===== config.mk =====
export PLATFORM = sky130hd
export DESIGN_NAME = fp_mul_pipe_flat
export DESIGN_NICKNAME = d
export VERILOG_FILES = /design/src/rtl/fp_mul_pipe_if.sv /design/src/rtl/fp_mul_pipe.sv /design/src/flat_wrapper.sv
export SDC_FILE = /design/constraint.sdc
export NUM_CORES = 1
export LEC_CHECK = 0
export BUFFER_PORTS_ARGS = -buffer_cell sky130_fd_sc_hd__buf_2
export CAP_MARGIN = 5
export CORE_MARGIN = 4
export CORE_UTILIZATION = 35
export CTS_CLUSTER_DIAMETER = 50
export DETAILED_ROUTE_END_ITERATION = 12
export GPL_ROUTABILITY_DRIVEN = 0
export GPL_TIMING_DRIVEN = 1
export SLEW_MARGIN = 20
export SYNTH_ARGS = -nofsm -noshare
export SYNTH_HDL_FRONTEND = slang
export SYNTH_SLANG_ARGS = --single-unit

===== constraint.sdc =====
create_clock -name clk -period 6.03 [get_ports clk]
set_input_delay 0.603 -clock clk [delete_from_list [all_inputs] [get_ports clk]]
set_output_delay 0.603 -clock clk [all_outputs]
set_load 0.1 [all_outputs]

===== src/rtl/fp_mul_pipe_if.sv =====
// Operand/result handshake bundle for the pipelined floating-point multiplier.
// The producer/consumer side uses master; the multiplier uses slave.
interface fp_mul_pipe_if #(
  parameter int EXP_W  = 5,
  parameter int FRAC_W = 10
);
  localparam int W = 1 + EXP_W + FRAC_W;

  logic         in_valid;
  logic         in_ready;
  logic [W-1:0] arg_0;
  logic [W-1:0] arg_1;
  logic         rnd_mode;
  logic         out_valid;
  logic         out_ready;
  logic [W-1:0] ret_0;
  logic [3:0]   flags;

  modport master (
    output in_valid, arg_0, arg_1, rnd_mode, out_ready,
    input  in_ready, out_valid, ret_0, flags
  );

  modport slave (
    input  in_valid, arg_0, arg_1, rnd_mode, out_ready,
    output in_ready, out_valid, ret_0, flags
  );
endinterface


===== src/rtl/fp_mul_pipe.sv =====
// 3-stage floating-point multiplier: unpack/classify, significand multiply, normalise/round/pack.
// Latency 3, one result per cycle; the whole pipe stalls together when a result is not taken.
module fp_mul_pipe #(
  parameter int EXP_W  = 5,
  parameter int FRAC_W = 10
) (
  input  logic        clk,
  input  logic        rst,
  fp_mul_pipe_if.slave bus
);
  localparam int W  = 1 + EXP_W + FRAC_W;
  localparam int EW = EXP_W + 2;
  localparam int MW = FRAC_W + 1;
  localparam int PW = 2 * MW;

  localparam logic        [EW-1:0] BIAS    = EW'(2**(EXP_W-1) - 1);
  localparam logic signed [EW-1:0] EXP_TOP = EW'(2**EXP_W - 1);
  localparam logic signed [EW-1:0] EXP_ONE = EW'(1);

  typedef enum logic [1:0] {CL_NORM, CL_ZERO, CL_INF, CL_NAN} cls_t;

  typedef struct packed {
    logic                   sign;
    cls_t                   cls;
    logic                   inv;
    logic signed [EW-1:0]   exp;
    logic        [MW-1:0]   ma;
    logic        [MW-1:0]   mb;
    logic                   rnd;
  } s0_t;

  typedef struct packed {
    logic                   sign;
    cls_t                   cls;
    logic                   inv;
    logic signed [EW-1:0]   exp;
    logic        [PW-1:0]   prod;
    logic                   rnd;
  } s1_t;

  logic            adv;
  logic            v0, v1, out_valid_q;
  s0_t             s0_q, s0_d;
  s1_t             s1_q, s1_d;
  logic [W-1:0]    ret_q, ret_d;
  logic [3:0]      flags_q, flags_d;

  assign adv           = !out_valid_q || bus.out_ready;
  assign bus.in_ready  = adv;
  assign bus.out_valid = out_valid_q;
  assign bus.ret_0     = ret_q;
  assign bus.flags     = flags_q;

  // S0: unpack and classify; subnormal inputs count as zero.
  logic [EXP_W-1:0]  ea, eb;
  logic [FRAC_W-1:0] fa, fb;
  logic a_zero, b_zero, a_inf, b_inf, a_nan, b_nan;

  always_comb begin
    ea     = bus.arg_0[W-2 -: EXP_W];
    eb     = bus.arg_1[W-2 -: EXP_W];
    fa     = bus.arg_0[FRAC_W-1:0];
    fb     = bus.arg_1[FRAC_W-1:0];
    a_zero = ~|ea;
    b_zero = ~|eb;
    a_nan  = (&ea) &  (|fa);
    b_nan  = (&eb) &  (|fb);
    a_inf  = (&ea) & ~(|fa);
    b_inf  = (&eb) & ~(|fb);

    s0_d      = '0;
    s0_d.sign = bus.arg_0[W-1] ^ bus.arg_1[W-1];
    s0_d.exp  = {2'b00, ea} + {2'b00, eb} - BIAS;
    s0_d.ma   = {1'b1, fa};
    s0_d.mb   = {1'b1, fb};
    s0_d.rnd  = bus.rnd_mode;
    if (a_nan || b_nan) begin
      s0_d.cls = CL_NAN;
    end else if ((a_inf && b_zero) || (b_inf && a_zero)) begin
      s0_d.cls = CL_NAN;
      s0_d.inv = 1'b1;
    end else if (a_inf || b_inf) begin
      s0_d.cls = CL_INF;
    end else if (a_zero || b_zero) begin
      s0_d.cls = CL_ZERO;
    end else begin
      s0_d.cls = CL_NORM;
    end
  end

  // S1: significand product.
  always_comb begin
    s1_d      = '0;
    s1_d.sign = s0_q.sign;
    s1_d.cls  = s0_q.cls;
    s1_d.inv  = s0_q.inv;
    s1_d.exp  = s0_q.exp;
    s1_d.prod = s0_q.ma * s0_q.mb;
    s1_d.rnd  = s0_q.rnd;
  end

  // S2: the product lies in [1,4); mant_n holds the bits below the leading one.
  logic                 msb, guard, sticky, inc, inexact;
  logic [PW-2:0]        mant_n;
  logic [FRAC_W-1:0]    frac_n;
  logic [FRAC_W:0]      frac_sum;
  logic signed [EW-1:0] exp_n, exp_r;

  always_comb begin
    msb      = s1_q.prod[PW-1];
    mant_n   = msb ? s1_q.prod[PW-2:0] : {s1_q.prod[PW-3:0], 1'b0};
    exp_n    = s1_q.exp + {{(EW-1){1'b0}}, msb};
    frac_n   = mant_n[PW-2 -: FRAC_W];
    guard    = mant_n[PW-2-FRAC_W];
    sticky   = |mant_n[PW-3-FRAC_W:0];
    inexact  = guard | sticky;
    inc      = !s1_q.rnd && guard && (sticky || frac_n[0]);
    frac_sum = {1'b0, frac_n} + {{FRAC_W{1'b0}}, inc};
    // A carry out leaves the fraction at zero, i.e. significand 1.0 at exponent+1.
    exp_r    = exp_n + {{(EW-1){1'b0}}, frac_sum[FRAC_W]};

    ret_d   = '0;
    flags_d = '0;
    case (s1_q.cls)
      CL_NAN: begin
        ret_d   = {1'b0, {EXP_W{1'b1}}, 1'b1, {(FRAC_W-1){1'b0}}};
        flags_d = {s1_q.inv, 3'b000};
      end
      CL_INF:  ret_d = {s1_q.sign, {EXP_W{1'b1}}, {FRAC_W{1'b0}}};
      CL_ZERO: ret_d = {s1_q.sign, {(W-1){1'b0}}};
      default: begin
        if (exp_r >= EXP_TOP) begin
          ret_d   = {s1_q.sign, {EXP_W{1'b1}}, {FRAC_W{1'b0}}};
          flags_d = 4'b0101;
        end else if (exp_r < EXP_ONE) begin
          ret_d   = {s1_q.sign, {(W-1){1'b0}}};
          flags_d = {3'b001, inexact};
        end else begin
          ret_d   = {s1_q.sign, exp_r[EXP_W-1:0], frac_sum[FRAC_W-1:0]};
          flags_d = {3'b000, inexact};
        end
      end
    endcase
  end

  always_ff @(posedge clk or posedge rst) begin
    if (rst) begin
      v0          <= 1'b0;
      v1          <= 1'b0;
      out_valid_q <= 1'b0;
      s0_q        <= '0;
      s1_q        <= '0;
      ret_q       <= '0;
      flags_q     <= '0;
    end else if (adv) begin
      v0          <= bus.in_valid;
      v1          <= v0;
      out_valid_q <= v1;
      s0_q        <= s0_d;
      s1_q        <= s1_d;
      ret_q       <= ret_d;
      flags_q     <= flags_d;
    end
  end
endmodule


===== src/flat_wrapper.sv =====
// flat-port wrapper written by rule: the top's interface ports become plain ports
module fp_mul_pipe_flat 
#(
  parameter int EXP_W  = 5,
  parameter int FRAC_W = 10
)
  (clk, rst, bus_in_valid, bus_arg_0, bus_arg_1, bus_rnd_mode, bus_out_ready, bus_in_ready, bus_out_valid, bus_ret_0, bus_flags);
  fp_mul_pipe_if #(.EXP_W(EXP_W), .FRAC_W(FRAC_W)) bus_i ();
  input  logic clk;
  input  logic rst;
  input wire logic [$bits(bus_i.in_valid)-1:0] bus_in_valid;
  input wire logic [$bits(bus_i.arg_0)-1:0] bus_arg_0;
  input wire logic [$bits(bus_i.arg_1)-1:0] bus_arg_1;
  input wire logic [$bits(bus_i.rnd_mode)-1:0] bus_rnd_mode;
  input wire logic [$bits(bus_i.out_ready)-1:0] bus_out_ready;
  output wire logic [$bits(bus_i.in_ready)-1:0] bus_in_ready;
  output wire logic [$bits(bus_i.out_valid)-1:0] bus_out_valid;
  output wire logic [$bits(bus_i.ret_0)-1:0] bus_ret_0;
  output wire logic [$bits(bus_i.flags)-1:0] bus_flags;
  assign bus_i.in_valid = bus_in_valid;
  assign bus_i.arg_0 = bus_arg_0;
  assign bus_i.arg_1 = bus_arg_1;
  assign bus_i.rnd_mode = bus_rnd_mode;
  assign bus_i.out_ready = bus_out_ready;
  assign bus_in_ready = bus_i.in_ready;
  assign bus_out_valid = bus_i.out_valid;
  assign bus_ret_0 = bus_i.ret_0;
  assign bus_flags = bus_i.flags;
  fp_mul_pipe #(.EXP_W(EXP_W), .FRAC_W(FRAC_W)) u_core (.clk(clk), .rst(rst), .bus(bus_i));
endmodule

# After elaboration in Yosys (flattened, before gate mapping)
# Index checks and enable logic that the tools add are counted.
# word_totals
register_bits	91
output_inout_bits	22
word_cells	72
# classes
add_sub_neg	5
multipliers	1
order_cmp	2
n_eq_ne	3
muxes	13
bitwise	8
reduce_logical	22
# ops
op	n
16-bit one-hot mux with 3 select lines	1
15-bit 2-to-1 mux	2
10-bit OR reduction	3
11-bit by 11-bit multiplier with 22-bit output	1
21-bit 2-to-1 mux	1
7-bit by 1-bit adder with 7-bit output	2
10-bit by 1-bit adder with 11-bit output	1
5-bit AND reduction	2
5-bit OR reduction	2
2-bit 2-to-1 mux	4
4-bit one-hot mux with 2 select lines	1
7-bit by 6-bit greater-or-equal comparator with 1-bit output (second input constant)	1
7-bit by 2-bit < comparator with 1-bit output (second input constant)	1
7-bit by 4-bit subtractor with 7-bit output (second input constant)	1
5-bit by 5-bit adder with 6-bit output	1
1-bit logical OR	6
1-bit bitwise AND	4
2-bit == test (second input constant)	2
1-bit logical AND	4
1-bit logical NOT	4
4-bit 2-to-1 mux	1
1-bit 2-to-1 mux	3
2-bit by 1-bit == test with 1-bit output (second input constant)	1
1-bit NOT	2
3 further kinds	3

# Longest topological paths before layout
# logic_depth
depth_word	10
depth_mapped	19

# Least setup slack after synthesis
# Ideal clock, no wire load.
# synth_timing
kind	register to register
startpoint	register u_core.s0_q[11] (netlist bit)
endpoint	register u_core.s1_q, in the netlist u_core.msb
t_arrival_ps	4789
t_required_ps	5843
slack_ps	1054
stages_incl_launch_ff	18
path_cell_list	dfrtp_1 > clkbuf_1 > nand2_1 > fa_1 > fa_1 > inv_1 > fa_1 > fa_1 > inv_1 > fa_1 > inv_1 > ha_1 > o21a_1 > o211ai_1 > or3_1 > o221ai_1 > xnor2_1 > a21oi_1
# synth_via
elab_chain_len	1
# synth_lines
item	line	text
start: declaration	fp_mul_pipe.sv:43	s0_t s0_q, s0_d;
start signal: assignment	fp_mul_pipe.sv:151	s0_q <= '0;
start signal: assignment	fp_mul_pipe.sv:159	s0_q <= s0_d;
11-bit by 11-bit multiplier with 22-bit output	fp_mul_pipe.sv:98	s1_d.prod = s0_q.ma * s0_q.mb;
end signal: assignment	fp_mul_pipe.sv:152	s1_q <= '0;
end signal: assignment	fp_mul_pipe.sv:160	s1_q <= s1_d;
end: declaration	fp_mul_pipe.sv:44	s1_t s1_q, s1_d;
# No other way between the ends.
# A chain may end at the register's enable or synchronous reset.

# Worst setup path after layout
# Same ends and word-level chain as after synthesis.

==> results.md <==
- Post-Route Setup TNS: 0 ns
- Met2 Use GR: 25.5%
- CORE AREA: 23800 µm²
- Post-CTS setup buffers: 0
- Met1 Use GR: slightly above 20%
- Vias in the first global route: 6690
- Status: finished clean
- First-pass GRT wire length: 32800 µm
- Initial antenna violation count: 0
- Mapped Avg Cell Area: approximately 8.7 µm²
- # Max-Cap Violations: 0
- Commonest non-fill, non-tap cell in the layout: nand2_1
- CP dominant cell by count: fa_1
- Cells after DPL: between 1000 and 1500
- Layout cells sized above 1: 9.15%
- CTS root buf: clkbuf_16
- Met3 global-route usage: 2.17%
- Most frequent cells in the layout: 203 x nand2_1, 113 x inv_1, 90 x dfrtp_1, 82 x fa_1, 69 x and2_1
- Die area: 27000 µm²
- H-tree depth reported by CTS: 3
- Largest net degree at the start of global routing: 78
- CP delay by family, top: adder cells
- Cell Area, Synth: between 8000 and 9000 µm²
- Final non-filler cell total: 1324
- Final period util: between 80 and 90%
- Post-detail-place hpwl: around 15000 µm
- CP Capture Type: flop
- Initial DRT Pass Iterations: 4
- CP startpoint kind: flop
- Row count: 56
- Buf/Inv on CP: 3
- CTS tree: done
- Worst Path Arrival: about 5.5 ns
- Fmax: around 0.19 GHz
- #FFs+latches synth: 90
- Starting Density: 36.1%
- Clk sinks: 90
- ANT cells: 0
- Worst Path Max Fanout: 22
- Die Height: between 150 and 200 µm
- Post-synth EDFFs: 0
- Final Hold Viols: 0
- Die X-Extent: 164 µm
- Top_reg_cell synth: dfrtp_1
- Yosys cell types: between 60 and 70
- Routed WL: between 15000 and 20000 µm
- Fin. max-slew vios: 0
- Worst path slowest cell: dfrtp_1
- Vias per cell: 5.00
- Relative slew margins: around 37%
- RSZ-0062 raised after global routing: false
- Clock Pin Slew Worst Setup and Hold Paths: 0.08 ns
- Worst-Margin Slew: 0.948 ns
- # DRC: 0
- DRT iter0 DRCs: 357
- Final-report setup violation count: 0
- Post-CTS Resized: 0
- Mapped Cells: between 900 and 1000
- Sequential fraction of the synthesis area: 26.3%
- Via count: 6619
- Routed Antenna Nets: 0
- CTS Buf Count: 9
- Gr usage total: 15.0%
- CTS max path bufs: 2
- NumNets Final: 1187
- Gr ovfl total: 0
- WL/cell: 14.5 µm
- GRT Max-Usage Layer: met2
- IO Port Bufs: 58
- Post-synthesis async set-or-reset flop share: between 90% and 100%
- Syn nets: approximately 1200
- CP Data Required Time: between 6 and 7 ns
- # hold bufs at CTS: 0
- Min Tclk post-route: between 5 and 6 ns
- Hold Path Class: in2async
- Synth warn: 0
- Critical Path, Cell by Cell: nand2_1 -> fa_1 -> fa_1 -> inv_1 -> fa_1 -> fa_1 -> inv_1 -> fa_1 -> inv_1 -> ha_1 -> o21a_1 -> o211ai_1 -> or3_1 -> o221ai_1 -> xnor2_1 -> a21oi_1
- Worst-skew pair later-pin latency: 0.36 ns
- Synth-to-Final Area Change: 9.29%
- Crit path kind: reg2reg
- Delay of the slowest critical-path stage: around 0.76 ns
- Setup Skew: roughly 0.011 ns
- Io pins: 59
[path summary, 6_finish.rpt]
check,from,slack [ns],depth (start not counted),to
min reg2reg,u_core.v1$_DFFE_PP0P_,0.46,2,u_core.v1$_DFFE_PP0P_
min in group clk,bus_in_valid,0.45,3,u_core.v0$_DFFE_PP0P_
max in group asynchronous,rst,4.64,3,u_core.s0_q[5]$_DFFE_PP0P_
max,u_core.s0_q[11]$_DFFE_PP0P_,0.70,16,u_core.msb$_DFFE_PP0P_
max reg2reg,u_core.s0_q[11]$_DFFE_PP0P_,0.70,16,u_core.msb$_DFFE_PP0P_
min,rst,0.19,2,u_core.s1_q[33]$_DFFE_PP0P_
[sequential cells by signal, summed over array words and instances, names as in the netlist]
name / cells
u_core.bus.flags: 4
u_core.bus.out_valid: 1
u_core.bus.ret_0: 16
u_core.msb: 1
u_core.s0_q: 33
u_core.s1_q: 33
u_core.v0: 1
u_core.v1: 1
[synth_stat cells (8+ instances only)]
cell	n	area (µm²)
a21oi_1	44	220
nand3_1	20	100
nand4_1	8	50.1
xor2_1	13	114
inv_1	115	432
fa_1	82	1640
o21ai_0	22	110
a22o_1	12	105
dfrtp_1	90	2250
nor2_1	46	173
buf_2	10	50.1
clkbuf_1	40	150
and2_1	69	432
nand2_1	203	762
xnor2_1	27	236
ha_1	68	851
[logic make-up (layout without fill, tap and decap cells)]
logic type | Yosys count | count (layout) | synth area share [%]
compound gates | 137 | 137 | 10.5
xor+xnor | 40 | 40 | 4.09
fa+ha+maj | 151 | 151 | 29.2
buf+inv | 172 | 192 | 7.79
flops | 90 | 90 | 26.3
mux | 7 | 7 | 0.847
simple gates | 388 | 388 | 21.2
[metal layers]
layer | routed length, µm | share of wire [%]
met5 | 0 | 0
met4 | 261 | 1.4
met3 | 498 | 2.6
met2 | 9570 | 50
met1 | 8900 | 46
[metrics by stage]
step	setup slack, ns	utilization [%]	hold slack, ns	instance area (µm²)
2_1_floorplan	1.05	-	0.430	8560
3_3_place_gp	0.806	38.1	0.445	9050
3_5_place_dp	0.724	38.1	0.448	9050
4_1_cts	0.683	39.4	0.192	9360
5_1_grt	0.351	39.4	0.214	9360
6_report	0.697	39.4	0.194	9360
[cell type report]
class	count	area (µm²)
clock inverters	7	83.8
repair buffers	61	313
flip-flops and latches	90	2250
clock buffers	9	225
inverters	115	434
multi-input cells	723	5650
well taps	319	399
fillers	2430	14400
Power is left out: the tool's default activity adds up to more than one toggle a clock period on the data nets, which glitch-free logic cannot reach.
